**config.mk**
```make
export PLATFORM = sky130hd
export DESIGN_NAME = tlb_op_sequencer
export DESIGN_NICKNAME = d
export VERILOG_FILES = /design/src/rtl/tlb_op_sequencer.sv
export SDC_FILE = /design/constraint.sdc
export NUM_CORES = 1
export LEC_CHECK = 0
export CAP_MARGIN = 40
export CORE_MARGIN = 8
export CORE_UTILIZATION = 25
export DETAILED_ROUTE_END_ITERATION = 8
export PLACE_DENSITY = 0.56
export SYNTH_ARGS = -nofsm -noshare
export SYNTH_HDL_FRONTEND = slang
export SYNTH_SLANG_ARGS = --single-unit
```
**constraint.sdc**
```tcl
create_clock -name clk -period 1.9 [get_ports clk]
set_input_delay 0.19 -clock clk [delete_from_list [all_inputs] [get_ports clk]]
set_output_delay 0.19 -clock clk [all_outputs]
set_load 0.1 [all_outputs]
```
**src/rtl/tlb_op_sequencer.sv**
```systemverilog
`default_nettype none
// ============================================================================
//  Module      : tlb_op_sequencer
//  Description : Issues COP0 TLB maintenance ops (TLBP/TLBR/TLBWI/TLBWR) onto
//                the TLB op port. After every write it inserts a settle gap
//                and reports completion through registered strobes.
//  Revision    : 1.0  initial release
// ============================================================================
module tlb_op_sequencer #(
  parameter int unsigned GAP_CYCLES = 1
) (
  input  logic        clk,
  input  logic        rst_n,
  input  logic        req_valid_i,
  input  logic [1:0]  req_op_i,
  output logic        req_ready_o,
  input  logic        cop0_wired_we_i,
  output logic [1:0]  tlb_op_o,
  input  logic [31:0] tlb_index_in_i,
  output logic        cop0_index_we_o,
  output logic        cop0_entry_we_o,
  output logic        resp_valid_o,
  output logic [1:0]  resp_op_o,
  output logic [31:0] resp_index_o,
  output logic        tlb_busy_o
);

  localparam logic [1:0]  C_OP_TLBP    = 2'b00;
  localparam logic [1:0]  C_OP_TLBR    = 2'b01;
  localparam logic [1:0]  C_TLB_NORMAL = 2'b00;
  localparam logic [1:0]  C_TLB_READ   = 2'b01;
  localparam logic [2:0]  C_GAP_LOAD   = 3'(GAP_CYCLES);
  localparam logic [31:0] C_PROBE_MISS = 32'h8000_0000;

  typedef enum logic [2:0] {
    S_IDLE   = 3'd0,
    S_PROBE  = 3'd1,
    S_READ   = 3'd2,
    S_WRITE  = 3'd3,
    S_SETTLE = 3'd4,
    S_RESP   = 3'd5
  } state_t;

  state_t      state_q;
  logic [1:0]  op_q;
  logic [2:0]  gap_cnt_q;
  logic [1:0]  tlb_op_q;
  logic        busy_q;
  logic        resp_valid_q;
  logic        index_we_q;
  logic        entry_we_q;
  logic [1:0]  resp_op_q;
  logic [31:0] resp_index_q;

  // Accept only in IDLE; a Wired write holds off the request so the RNG reset lands first.
  assign req_ready_o = rst_n & (state_q == S_IDLE) & ~cop0_wired_we_i;

  assign tlb_op_o        = tlb_op_q;
  assign tlb_busy_o      = busy_q;
  assign resp_valid_o    = resp_valid_q;
  assign cop0_index_we_o = index_we_q;
  assign cop0_entry_we_o = entry_we_q;
  assign resp_op_o       = resp_op_q;
  assign resp_index_o    = resp_index_q;

  // Sequencer FSM; every output is loaded one cycle ahead so it is a clean register.
  always_ff @(posedge clk or negedge rst_n) begin
    if (!rst_n) begin
      state_q      <= S_IDLE;
      op_q         <= C_OP_TLBP;
      gap_cnt_q    <= 3'd0;
      tlb_op_q     <= C_TLB_NORMAL;
      busy_q       <= 1'b0;
      resp_valid_q <= 1'b0;
      index_we_q   <= 1'b0;
      entry_we_q   <= 1'b0;
      resp_op_q    <= 2'b00;
      resp_index_q <= C_PROBE_MISS;
    end else begin
      resp_valid_q <= 1'b0;
      index_we_q   <= 1'b0;
      entry_we_q   <= 1'b0;
      case (state_q)
        S_IDLE: begin
          if (req_valid_i && req_ready_o) begin
            op_q <= req_op_i;
            if (req_op_i == C_OP_TLBP) begin
              state_q  <= S_PROBE;
              tlb_op_q <= C_TLB_NORMAL;
            end else if (req_op_i == C_OP_TLBR) begin
              state_q  <= S_READ;
              tlb_op_q <= C_TLB_READ;
            end else begin
              // Write op codes on the request map directly onto the TLB op codes.
              state_q  <= S_WRITE;
              tlb_op_q <= req_op_i;
              busy_q   <= 1'b1;
            end
          end
        end
        S_PROBE: begin
          resp_index_q <= tlb_index_in_i;
          state_q      <= S_RESP;
          resp_valid_q <= 1'b1;
          index_we_q   <= 1'b1;
          resp_op_q    <= op_q;
        end
        S_READ: begin
          // TLBR stays on the op port through RESP so the entry outputs stay valid for COP0.
          state_q      <= S_RESP;
          resp_valid_q <= 1'b1;
          entry_we_q   <= 1'b1;
          resp_op_q    <= op_q;
        end
        S_WRITE: begin
          tlb_op_q  <= C_TLB_NORMAL;
          gap_cnt_q <= C_GAP_LOAD;
          state_q   <= S_SETTLE;
        end
        S_SETTLE: begin
          gap_cnt_q <= gap_cnt_q - 3'd1;
          if (gap_cnt_q == 3'd1) begin
            state_q      <= S_RESP;
            busy_q       <= 1'b0;
            resp_valid_q <= 1'b1;
            resp_op_q    <= op_q;
          end
        end
        S_RESP: begin
          state_q  <= S_IDLE;
          tlb_op_q <= C_TLB_NORMAL;
        end
        default: begin
          state_q  <= S_IDLE;
          tlb_op_q <= C_TLB_NORMAL;
          busy_q   <= 1'b0;
        end
      endcase
    end
  end

endmodule
`default_nettype wire

```
# After elaboration in Yosys (flattened, before gate mapping)
# Index checks and enable logic that the tools add are counted.
dict set report word_totals {
  register_bits 48
  in_bits 38
  output_inout_bits 41
  word_cells 61
}
dict set report op_classes {
  n_addsub 1
  eq_ne 11
  muxes 21
  bitwise 5
  n_reduce_logical 13
}
# cell n
set ops {}
lappend ops {{case mux 3 bit (4 select lines)} 1}
lappend ops {{2-to-1 mux 2 bit} 5}
lappend ops {{2-to-1 mux 1 bit} 8}
lappend ops {{case mux 2 bit (2 select lines)} 2}
lappend ops {{AND reduction 2 bit} 4}
lappend ops {{== test 3 x 1 -> 1 bit, second input constant} 2}
lappend ops {{== test 3 x 2 -> 1 bit, second input constant} 2}
lappend ops {{== test 3 bit, second input constant} 2}
lappend ops {{2-to-1 mux 3 bit} 2}
lappend ops {{inequality test 2 bit, second input constant} 3}
lappend ops {{case mux 3 bit (2 select lines)} 1}
lappend ops {{AND reduction 5 bit} 1}
lappend ops {{nonzero test 2 bit} 2}
lappend ops {{OR reduction 4 bit} 1}
lappend ops {{zero test 3 bit} 1}
lappend ops {{NOT 1 bit} 3}
lappend ops {{case mux 1 bit (3 select lines)} 1}
lappend ops {{OR reduction 3 bit} 1}
lappend ops {{subtractor 3 x 1 -> 3 bit, second input constant} 1}
lappend ops {{AND 1 bit} 2}
lappend ops {{== test 2 x 1 -> 1 bit, second input constant} 1}
lappend ops {{zero test 2 bit} 1}
lappend ops {{inequality test 2 x 1 -> 1 bit, second input constant} 1}
lappend ops {{case mux 1 bit (2 select lines)} 1}
lappend ops {{2 further kinds} 2}

# Depth between registers and ports, before layout
# Gate-level depths: netlist of run 1.
dict set report logic_depth {
  depth_word 6
  ltp_mapped 5
  ltp_nobuf 5
}

# Worst setup path before layout of run 1
# No wires, ideal clock.
dict set report synth_path {
  path_type {register to output}
  from {register state_q[0]}
  to {output req_ready_o}
  arrival_time_ns 3.101
  t_required_ns 1.710
  setup_slack_ns -1.391
  stages_incl_launch_ff 4
  path_buffers 1
  cell_sequence {dfrtp_1 > buf_2 > or3_4 > nor3b_1}
}
dict set report synth_between {
  elab_chain_len 3
}
# item line
set synth_lines {}
lappend synth_lines {{start: declaration} 44} ;# state_t state_q;
lappend synth_lines {{start signal: assignment} 69} ;# state_q <= S_IDLE;
lappend synth_lines {{start signal: assignment} 88} ;# state_q <= S_PROBE;
lappend synth_lines {{start signal: assignment} 91} ;# state_q <= S_READ;
lappend synth_lines {{zero test 3 bit} 56} ;# assign req_ready_o = rst_n & (state_q == S_IDLE) & ~cop0_wired_we_i;
lappend synth_lines {{AND 1 bit (2 in series)} 56}
lappend synth_lines {{end: declaration} 16} ;# output logic req_ready_o,
# No other way between the ends.

# Worst setup path in the final report of run 1
dict set report layout_path {
  from {register state_q[2]}
  to {output req_ready_o}
}
# The elaborated chain is that of the path after synthesis.

==> summary.md, run 1 <==
| Metric | Value |
|---|---|
| Dpl ws | 0.304 ns |
| Clock Latency Late Sink | 0.29 ns |
| Area grow syn2layout | 45.3% |
| Initial antenna violation count | 0 |
| Fraction of synthesized area in multiplexers | 0.238 |
| Hold Violations, Final | 0 |
| Antenna cell count | 0 |
| Total Wirelength | 5.01 mm |
| Slew HR | 0.737 |
| # IOs | 79 |
| Crit end category | primary output |
| Via Count | 1403 |
| Simple-gate share of the synthesized area | 0.0701 |
| Yosys warns | 0 |
| Vias in the first global route | 1438 |
| CTS tree | built |
| Outcome | completed |
| Compound-Gate Fraction of Synth Area | 0.0594 |
| Final min period | 1.80 ns |
| Final Setup Violations | 0 |
| Library cells used by synthesis | 32 |
| Peak Freq | 556 MHz |
| Largest net degree at the start of global routing | 28 |
| Nets | 267 |
| RSZ-0062 raised after global routing | false |
| GRT Resource Usage Total | 0.0867 |
| Sequential cell area fraction in the yosys report | 0.571 |
| Most frequent cells in the layout | buf_4 (48), dfrtp_1 (44), clkdlybuf4s50_1 (36), mux2_4 (29), a21oi_1 (7) |
| DRC viols | 0 |
| Worst setup path category | reg2out |
| Max Slew Vio Count | 0 |
| Clk_skew | 0.00950 ns |
| Grt total ovfl | 0 |
| Critical Path Fanout Max | 5 |
| Detailed placement HPWL | 3.73 mm |
| Routed vias/inst | 4.21 |
| Share of cells above drive strength 1 | 0.443 |
| Final worst path period share | 0.947 |
| CTS Buf Count | 5 |
| Fin worst setup slack | 0.102 ns |
| CTS clk-pin slew, worst paths | 0.09 ns |
| TritonCTS Sinks | 48 |
| Placeable Area | 8180 um2 |
| Mapped cell area | 2110 um2 |
| Die ar. | 11600 um2 |
| Clk buf depth | 2 |
| Hold WC Path Type | in2async |
| Port Buf Inserts | 78 |
| Die Y-Extent | 108 um |
| Most common cell after layout, fill and taps aside | buf_4 |
| WL per Instance | 15.0 um |
| DRT Pass-1 Iters | 4 |
| DR iter-0 viols | 43 |
| H-tree Lvls | 2 |
| WP data required | 1.71 ns |
| Clock root buffer | clkbuf_8 |
| Post-synthesis register bit count | 48 |
| Post-Synth XOR/XNOR Area | 0.0125 |
| GP Congestion | 0.757 |
| Die Wd | 108 um |
| Row cnt | 33 |
| Final ANT Viol Nets | 0 |
| Syn Nets | 178 |
| Worst-margin pin slew | 0.394 ns |
| Cell count after synthesis | 138 |
| Max cap viols | 0 |
| Startpoint types | register |
| # fillers | 803 |
| Data arrival, critical path | 1.61 ns |
| Adder-cell share of the synthesized area | 0.0119 |
| Largest family of logic cells by synthesized area | multiplexers |
| First-pass GRT wire length | 7.82 mm |
| Initial Util | 0.258 |
| Syn Area/Cell | 15.3 um2 |
layout make-up:
type / instances / area, um2 / share of cell area
clock buffers: 7 / 76.3 / 0.0249
inverters: 4 / 15.0 / 0.00491
well taps: 105 / 131 / 0.0429
repair buffers: 89 / 787 / 0.257
multi-input cells: 79 / 838 / 0.274
flip-flops and latches: 48 / 1210 / 0.394
clock inverters: 1 / 5.00 / 0.00164
critical path, cell delays in order, from the launching register on:
cell	delay (ns)
dfrtp_2	0.44
or3_4	0.44
nor3b_4	0.23
buf_12	0.20
final timing paths:
| check | startpoint | slack (ns) | endpoint | cells after the start |
|---|---|---|---|---|
| setup / recovery | state_q[2]$_DFFE_PN0P_ | 0.10 | req_ready_o | 3 |
| hold / removal | rst_n | 0.40 | gap_cnt_q[0]$_DFFE_PN0P_ | 3 |
| setup reg to reg | state_q[2]$_DFFE_PN0P_ | 0.30 | resp_op_o[1]$_DFFE_PN0P_ | 5 |
| hold reg to reg | op_q[1]$_DFFE_PN0P_ | 0.49 | op_q[1]$_DFFE_PN0P_ | 1 |
| max in group asynchronous | rst_n | 0.84 | resp_index_o[31]$_DFFE_PN1N_ | 4 |
| min in group clk | op_q[1]$_DFFE_PN0P_ | 0.49 | op_q[1]$_DFFE_PN0P_ | 1 |
Yosys cell counts (all sizes together):
library cell	n	area share
nor3b	4	0.017
mux2i	1	0.0048
inv	4	0.0071
a21o	3	0.011
nor2	4	0.0071
nor3	2	0.0095
dfstp	1	0.012
ha	2	0.012
o22a	1	0.0042
nand2	1	0.0018
a21oi	7	0.017
and3	2	0.0059
dfrtp	47	0.56
o2bb2ai	1	0.0071
a211oi	1	0.0036
or3	2	0.0083
xnor2	3	0.012
a311oi	1	0.0042
o21ai	2	0.0048
and2	1	0.0030
nor2b	3	0.0089
nand3b	1	0.0036
nand4bb	1	0.0053
mux2	34	0.23
buf	7	0.030
a211o	2	0.0083
sequential cells by signal (all words and copies together), names as in the netlist, 2 cells and up:
register,count
op_q,2
resp_op_o,2
resp_index_o,32
gap_cnt_q,3
state_q,3
tlb_op_o,2
metrics by stage:
stage | instances | hold WS [ns] | util | cell area (um2) | setup TNS [ns]
after floorplan | 138 | -0.106 | - | 2120 | -0.0288
after global placement | 320 | 0.233 | 0.358 | 2930 | 0
after detailed placement | 320 | 0.240 | 0.358 | 2930 | 0
after CTS | 329 | 0.437 | 0.370 | 3020 | 0
after global routing | 333 | 0.412 | 0.374 | 3060 | 0
final | 333 | 0.398 | 0.374 | 3060 | 0
metal layers:
metal / global-route usage / vias up / wire, um
met5: 0 / - / 0
met4: 0.0268 / 0 / 53
met3: 0.0311 / 6 / 367
met2: 0.138 / 49 / 2460
met1: 0.107 / 687 / 2130
li1: - / 661 / -
kinds of logic (layout without fill, tap and decap cells):
group                      after synthesis  count (layout)
DFF                                     48              48
muxes                                   35              35
and+or+nand+nor                         21              21
AOI/OAI and AO/OA                       18              18
buffers and inverters                   11             101
xor gates and xnor gates                 3               3
adders and majority gates                2               2
timing repair:
| item | 4_1_cts | 5_1_grt |
|---|---|---|
| resized for setup | 0 | 4 |
| hold buffers | 1 | 0 |
| setup endpoints to repair | 0 | 1 |
| hold endpoints to repair | 23 | 0 |
| setup buffers | 0 | 4 |
Power of run 1 is left out: the tool's default activity adds up to more than one toggle a clock period on the data nets, which glitch-free logic cannot reach.
==> run 2, diff against run 1 <==
- CORE_ASPECT_RATIO: unset -> 1.4
==> summary.md, run 2 (synthesis results as in run 1) <==
| Metric | Value |
|---|---|
| Grt total ovfl | 0 (unchanged) |
| Largest net degree at the start of global routing | 32 (+14%) |
| Slew HR | 0.734 (-0.00271) |
| Nets | 266 (-0.37%) |
| Clock Latency Late Sink | 0.29 ns (about the same) |
| Max Slew Vio Count | 0 (unchanged) |
| Placeable Area | 8200 um2 (+0.28%) |
| # fillers | 813 (+1.2%) |
| Total Wirelength | 5.16 mm (+3.0%) |
| Hold Violations, Final | 0 (unchanged) |
| Worst-margin pin slew | 0.399 ns (+0.00551 ns) |
| Initial Util | 0.257 (-0.000708) |
| Ordered cell list for the critical path | or3_4 > nor3b_4 > buf_12 |
| Worst setup path category | reg2out |
| Via Count | 1389 (-1.0%) |
| Final worst path period share | 0.968 (+0.0213) |
| Max reg flops | 32 (unchanged) |
| Peak Freq | 544 MHz (-2.2%) |
| Max incr delay on CP | 0.45 ns (about the same) |
| Final std cells w/o fill | 329 (-1.2%) |
| Final ANT Viol Nets | 0 (unchanged) |
| CTS Buf Count | 5 (unchanged) |
| RSZ-0062 raised after global routing | false |
| Critical Path Fanout Max | 5 (unchanged) |
| Final design utilization | 0.380 (+0.00553) |
| DRC viols | 0 (unchanged) |
| TritonCTS Sinks | 48 (unchanged) |
| Placement Cell Area | 2930 um2 (-0.13%) |
| Antenna cell count | 0 (unchanged) |
| Row cnt | 39 (+18%) |
| Outcome | completed |
| Die ar. | 11700 um2 (+0.36%) |
| Routed vias/inst | 4.22 (+0.21%) |
| DR iter-0 viols | 19 (-56%) |
| Clock root buffer | clkbuf_16 |
| Area grow syn2layout | 47.8% |
| Final Setup Violations | 0 (unchanged) |
| Share of cells above drive strength 1 | 0.441 (-0.00245) |
| Non-Filler Cell Area, Final | 3110 um2 (+1.8%) |
| CTS tree | built |
| WL per Instance | 15.7 um (+4.2%) |
| CTS clk-pin slew, worst paths | 0.07 ns (-0.02 ns) |
| Initial antenna violation count | 0 (unchanged) |
| Data arrival, critical path | 1.65 ns (+0.04 ns) |
| Max cap viols | 0 (unchanged) |
| First-pass GRT wire length | 8.11 mm (+3.7%) |
| Clk buf depth | 2 (unchanged) |
| Most frequent cells in the layout | buf_4 (48), dfrtp_1 (46), clkdlybuf4s50_1 (36), mux2_4 (29), a21oi_1 (7) |
| Crit end category | primary output |
| Clk_skew | 0.00872 ns (-0.000777 ns) |
| Die Wd | 93.6 um (-13%) |
| Most common cell after layout, fill and taps aside | buf_4 |
| H-tree Lvls | 2 (unchanged) |
| Port Buf Inserts | 78 (unchanged) |
| Startpoint types | register |
| Final min period | 1.84 ns (+0.0405 ns) |
| GRT Resource Usage Total | 0.0889 (+0.00223) |
| # IOs | 79 (unchanged) |
| Detailed placement HPWL | 3.84 mm (+3.2%) |
| Die Y-Extent | 125 um (+16%) |
| GP Congestion | 0.725 (-4.2%) |
| Cells after DPL | 317 (-0.94%) |
| Hold WC Path Type | in2async |
| Worst path slowest cell | or3_4 |
| DRT Pass-1 Iters | 4 (unchanged) |
| WP data required | 1.71 ns (about the same) |
| Vias in the first global route | 1479 (+2.9%) |
## run 2: changes by cell type in the layout (fill, tap and decap cells not counted)
cell,change
inv_6,+1
clkbuf_8,-4
buf_6,-1
clkbuf_16,+5
dfrtp_2,-2
dfrtp_1,+2
clkbuf_1,-2
## run 2: through the flow
stage	hold slack, ns	setup slack (ns)	setup TNS (ns)
2_1_floorplan	-0.106	-0.0288	-0.0288
3_3_place_gp	0.0982	0.304	0
3_5_place_dp	0.102	0.271	0
4_1_cts	0.352	0.0465	0
5_1_grt	0.379	0.0105	0
6_report	0.341	0.0611	0
## run 2: cell type report
type                    instances  area [um2]  share of cell area
clock buffers                   6         139              0.0446
flip-flops and latches         48        1200               0.387
multi-input cells              79         838               0.269
well taps                     102         128              0.0410
inverters                       4        15.0             0.00482
clock inverters                 2        13.8             0.00442
repair buffers                 88         776               0.249
## run 2: worst paths after layout
kind	start	endpoint	slack [ns]	cells after the start
setup / recovery	state_q[2]$_DFFE_PN0P_	req_ready_o	0.06	3
hold / removal	rst_n	resp_index_o[2]$_DFFE_PN0N_	0.34	2
setup reg to reg	state_q[2]$_DFFE_PN0P_	resp_index_o[0]$_DFFE_PN0N_	0.30	4
hold reg to reg	tlb_busy_o$_DFFE_PN0P_	tlb_busy_o$_DFFE_PN0P_	0.49	1
max in group asynchronous	rst_n	resp_index_o[31]$_DFFE_PN1N_	0.81	3
min in group clk	tlb_busy_o$_DFFE_PN0P_	tlb_busy_o$_DFFE_PN0P_	0.49	1
## run 2: per-layer routing
layer	vias to the layer above	track usage	wire length [um]
met3	5	0.0326	345
li1	657	-	-
met4	0	0.0337	62
met5	-	0	0
met2	44	0.140	2550
met1	683	0.107	2200
## run 2: critical path, delay by kind of cell, from the launching register on
| kind | cells | cell delay, ns |
|---|---|---|
| buf+inv | 1 | 0.21 |
| simple gates | 2 | 0.71 |
| flops | 1 | 0.43 |
## run 2: what timing repair did
action | 4_1_cts | 5_1_grt
hold endpoints to repair | 9 | 0
resized for setup | 1 | 0
cloned | 0 | 0
endpoints found under the setup margin | 1 | 1
hold buffers | 1 | 0
buffers inserted | 0 | 3
Power of run 2 is left out for the same reason.
==> run 3, diff against run 2 <==
- clock period: 1.9 -> 1.7 ns (I/O delays scaled with it)
==> summary.md, run 3 (synthesis results as in run 1) <==
| Metric | Value |
|---|---|
| Hold WC Path Type | in2async |
| Row cnt | 39 (unchanged) |
| # IOs | 79 (unchanged) |
| # fillers | 796 (-2.1%) |
| CTS clk-pin slew, worst paths | 0.06 ns (about the same) |
| GRT Resource Usage Total | 0.0961 (+0.00718) |
| Final worst path period share | 0.994 |
| Final Setup Violations | 0 (unchanged) |
| RSZ-0062 raised after global routing | true |
| Most common cell after layout, fill and taps aside | buf_4 |
| Non-Filler Cell Area, Final | 3230 um2 (+3.7%) |
| Max incr delay on CP | 0.40 ns (-0.05 ns) |
| Antenna cell count | 0 (unchanged) |
| Ordered cell list for the critical path | or3_4 > nor3b_4 > buf_12 |
| Via Count | 1438 (+3.5%) |
| DRC viols | 0 (unchanged) |
| Startpoint types | register |
| Final ANT Viol Nets | 0 (unchanged) |
| Max Slew Vio Count | 0 (unchanged) |
| CP delay by family, top | simple AND/OR/NAND/NOR gates |
| Placement Cell Area | 3040 um2 (+3.8%) |
| Vias in the first global route | 1615 (+9.2%) |
| Final std cells w/o fill | 332 (+0.91%) |
| Critical Path Fanout Max | 2 (-3) |
| WP data required | 1.53 ns (-0.18 ns) |
| Clock root buffer | clkbuf_16 |
| Total Wirelength | 5.22 mm (+1.2%) |
| Hold Violations, Final | 0 (unchanged) |
| Crit end category | primary output |
| Largest net degree at the start of global routing | 44 (+38%) |
| Initial Util | 0.257 (unchanged) |
| Nets | 270 (+1.5%) |
| Routed vias/inst | 4.33 (+2.6%) |
| Final min period | 1.69 ns |
| TritonCTS Sinks | 48 (unchanged) |
| Die Y-Extent | 125 um (unchanged) |
| Detailed placement HPWL | 3.89 mm (+1.3%) |
| Outcome | completed |
| WL per Instance | 15.7 um (+0.29%) |
| Initial antenna violation count | 0 (unchanged) |
| Share of cells above drive strength 1 | 0.461 (+0.0203) |
| CTS tree | built |
| Cells after DPL | 320 (+0.95%) |
| Most frequent cells in the layout | buf_4 (45), dfrtp_1 (44), clkdlybuf4s50_1 (36), mux2_4 (29), buf_12 (9) |
| Grt total ovfl | 0 (unchanged) |
| Port Buf Inserts | 78 (unchanged) |
| First-pass GRT wire length | 8.74 mm (+7.7%) |
| GP Congestion | 0.748 (+3.2%) |
| Worst setup path category | reg2out |
| Placeable Area | 8200 um2 (unchanged) |
| Critical path buffers and inverters | 1 (unchanged) |
| Worst-margin pin slew | 0.556 ns (+0.156 ns) |
| H-tree Lvls | 2 (unchanged) |
| Final design utilization | 0.394 (+0.0139) |
| CTS Buf Count | 5 (unchanged) |
| Max reg flops | 32 (unchanged) |
| Final setup TNS | 0 ns (unchanged) |
| Clk_skew | 0.00599 ns (-0.00273 ns) |
| Worst path slowest cell | dfrtp_2 |
| Max cap viols | 0 (unchanged) |
| Peak Freq | 592 MHz |
| Area grow syn2layout | 53.2% |
| DR iter-0 viols | 29 (+10) |
| Die ar. | 11700 um2 (unchanged) |
| Data arrival, critical path | 1.52 ns (-0.13 ns) |
| Clk buf depth | 2 (unchanged) |
| DRT Pass-1 Iters | 4 (unchanged) |
| Clock Latency Late Sink | 0.29 ns (about the same) |
| Slew HR | 0.630 (-0.104) |
| Die Wd | 93.6 um (unchanged) |
-- run 3: changes by cell type in the layout (fill, tap and decap cells not counted), sizes merged --
cell and delta:
clkinvlp +1, clkbuf -1, inv -1, buf +4
-- run 3: stage by stage --
step                      hold WS, ns  worst slack, ns
after global placement         0.0202            0.156
final                           0.286          0.00943
after detailed placement       0.0223            0.115
after CTS                       0.287          -0.0462
after floorplan                -0.126           -0.209
after global routing            0.296          -0.0608
-- run 3: worst register-to-register path, stage by stage (launching register included) --
cell	delay, ns
dfrtp_2	0.40
buf_4	0.17
nor2_2	0.13
and2_2	0.20
buf_12	0.21
mux2_2	0.36
-- run 3: timing repair --
item                                    CTS  global route
gates resized for setup                   3             2
hold buffers                              1             0
pin swaps                                 2             2
setup buffers                             4             0
hold endpoints to repair                  5             0
endpoints found under the setup margin    1             3
-- run 3: area by class of cell --
class | count | area, um2 | area share
repair buffers | 92 | 893 | 0.277
clock inverters | 2 | 12.5 | 0.00388
well taps | 102 | 128 | 0.0396
inverters | 4 | 15.0 | 0.00465
multi-input cells | 79 | 847 | 0.263
clock buffers | 5 | 125 | 0.0388
flip-flops and latches | 48 | 1210 | 0.374
-- run 3: layer usage --
layer	wire, um	share of wire	track usage
met1	1980	0.38	0.103
met2	2750	0.53	0.162
met3	405	0.078	0.0380
met4	82	0.016	0.0394
met5	0	0	0
-- run 3: worst paths after layout --
| kind | start | to | slack, ns | cells past startpoint |
|---|---|---|---|---|
| worst max-delay path | state_q[2]$_DFFE_PN0P_ | req_ready_o | 0.009 | 3 |
| worst min-delay path | rst_n | state_q[0]$_DFFE_PN0P_ | 0.29 | 2 |
| worst max register to register | state_q[2]$_DFFE_PN0P_ | resp_index_o[0]$_DFFE_PN0N_ | 0.11 | 5 |
| worst min register to register | op_q[1]$_DFFE_PN0P_ | op_q[1]$_DFFE_PN0P_ | 0.49 | 1 |
| max in group asynchronous | rst_n | resp_index_o[29]$_DFFE_PN0N_ | 0.62 | 3 |
| min in group clk | tlb_index_in_i[2] | resp_index_o[2]$_DFFE_PN0N_ | 0.49 | 2 |
Power of run 3 is left out for the same reason.
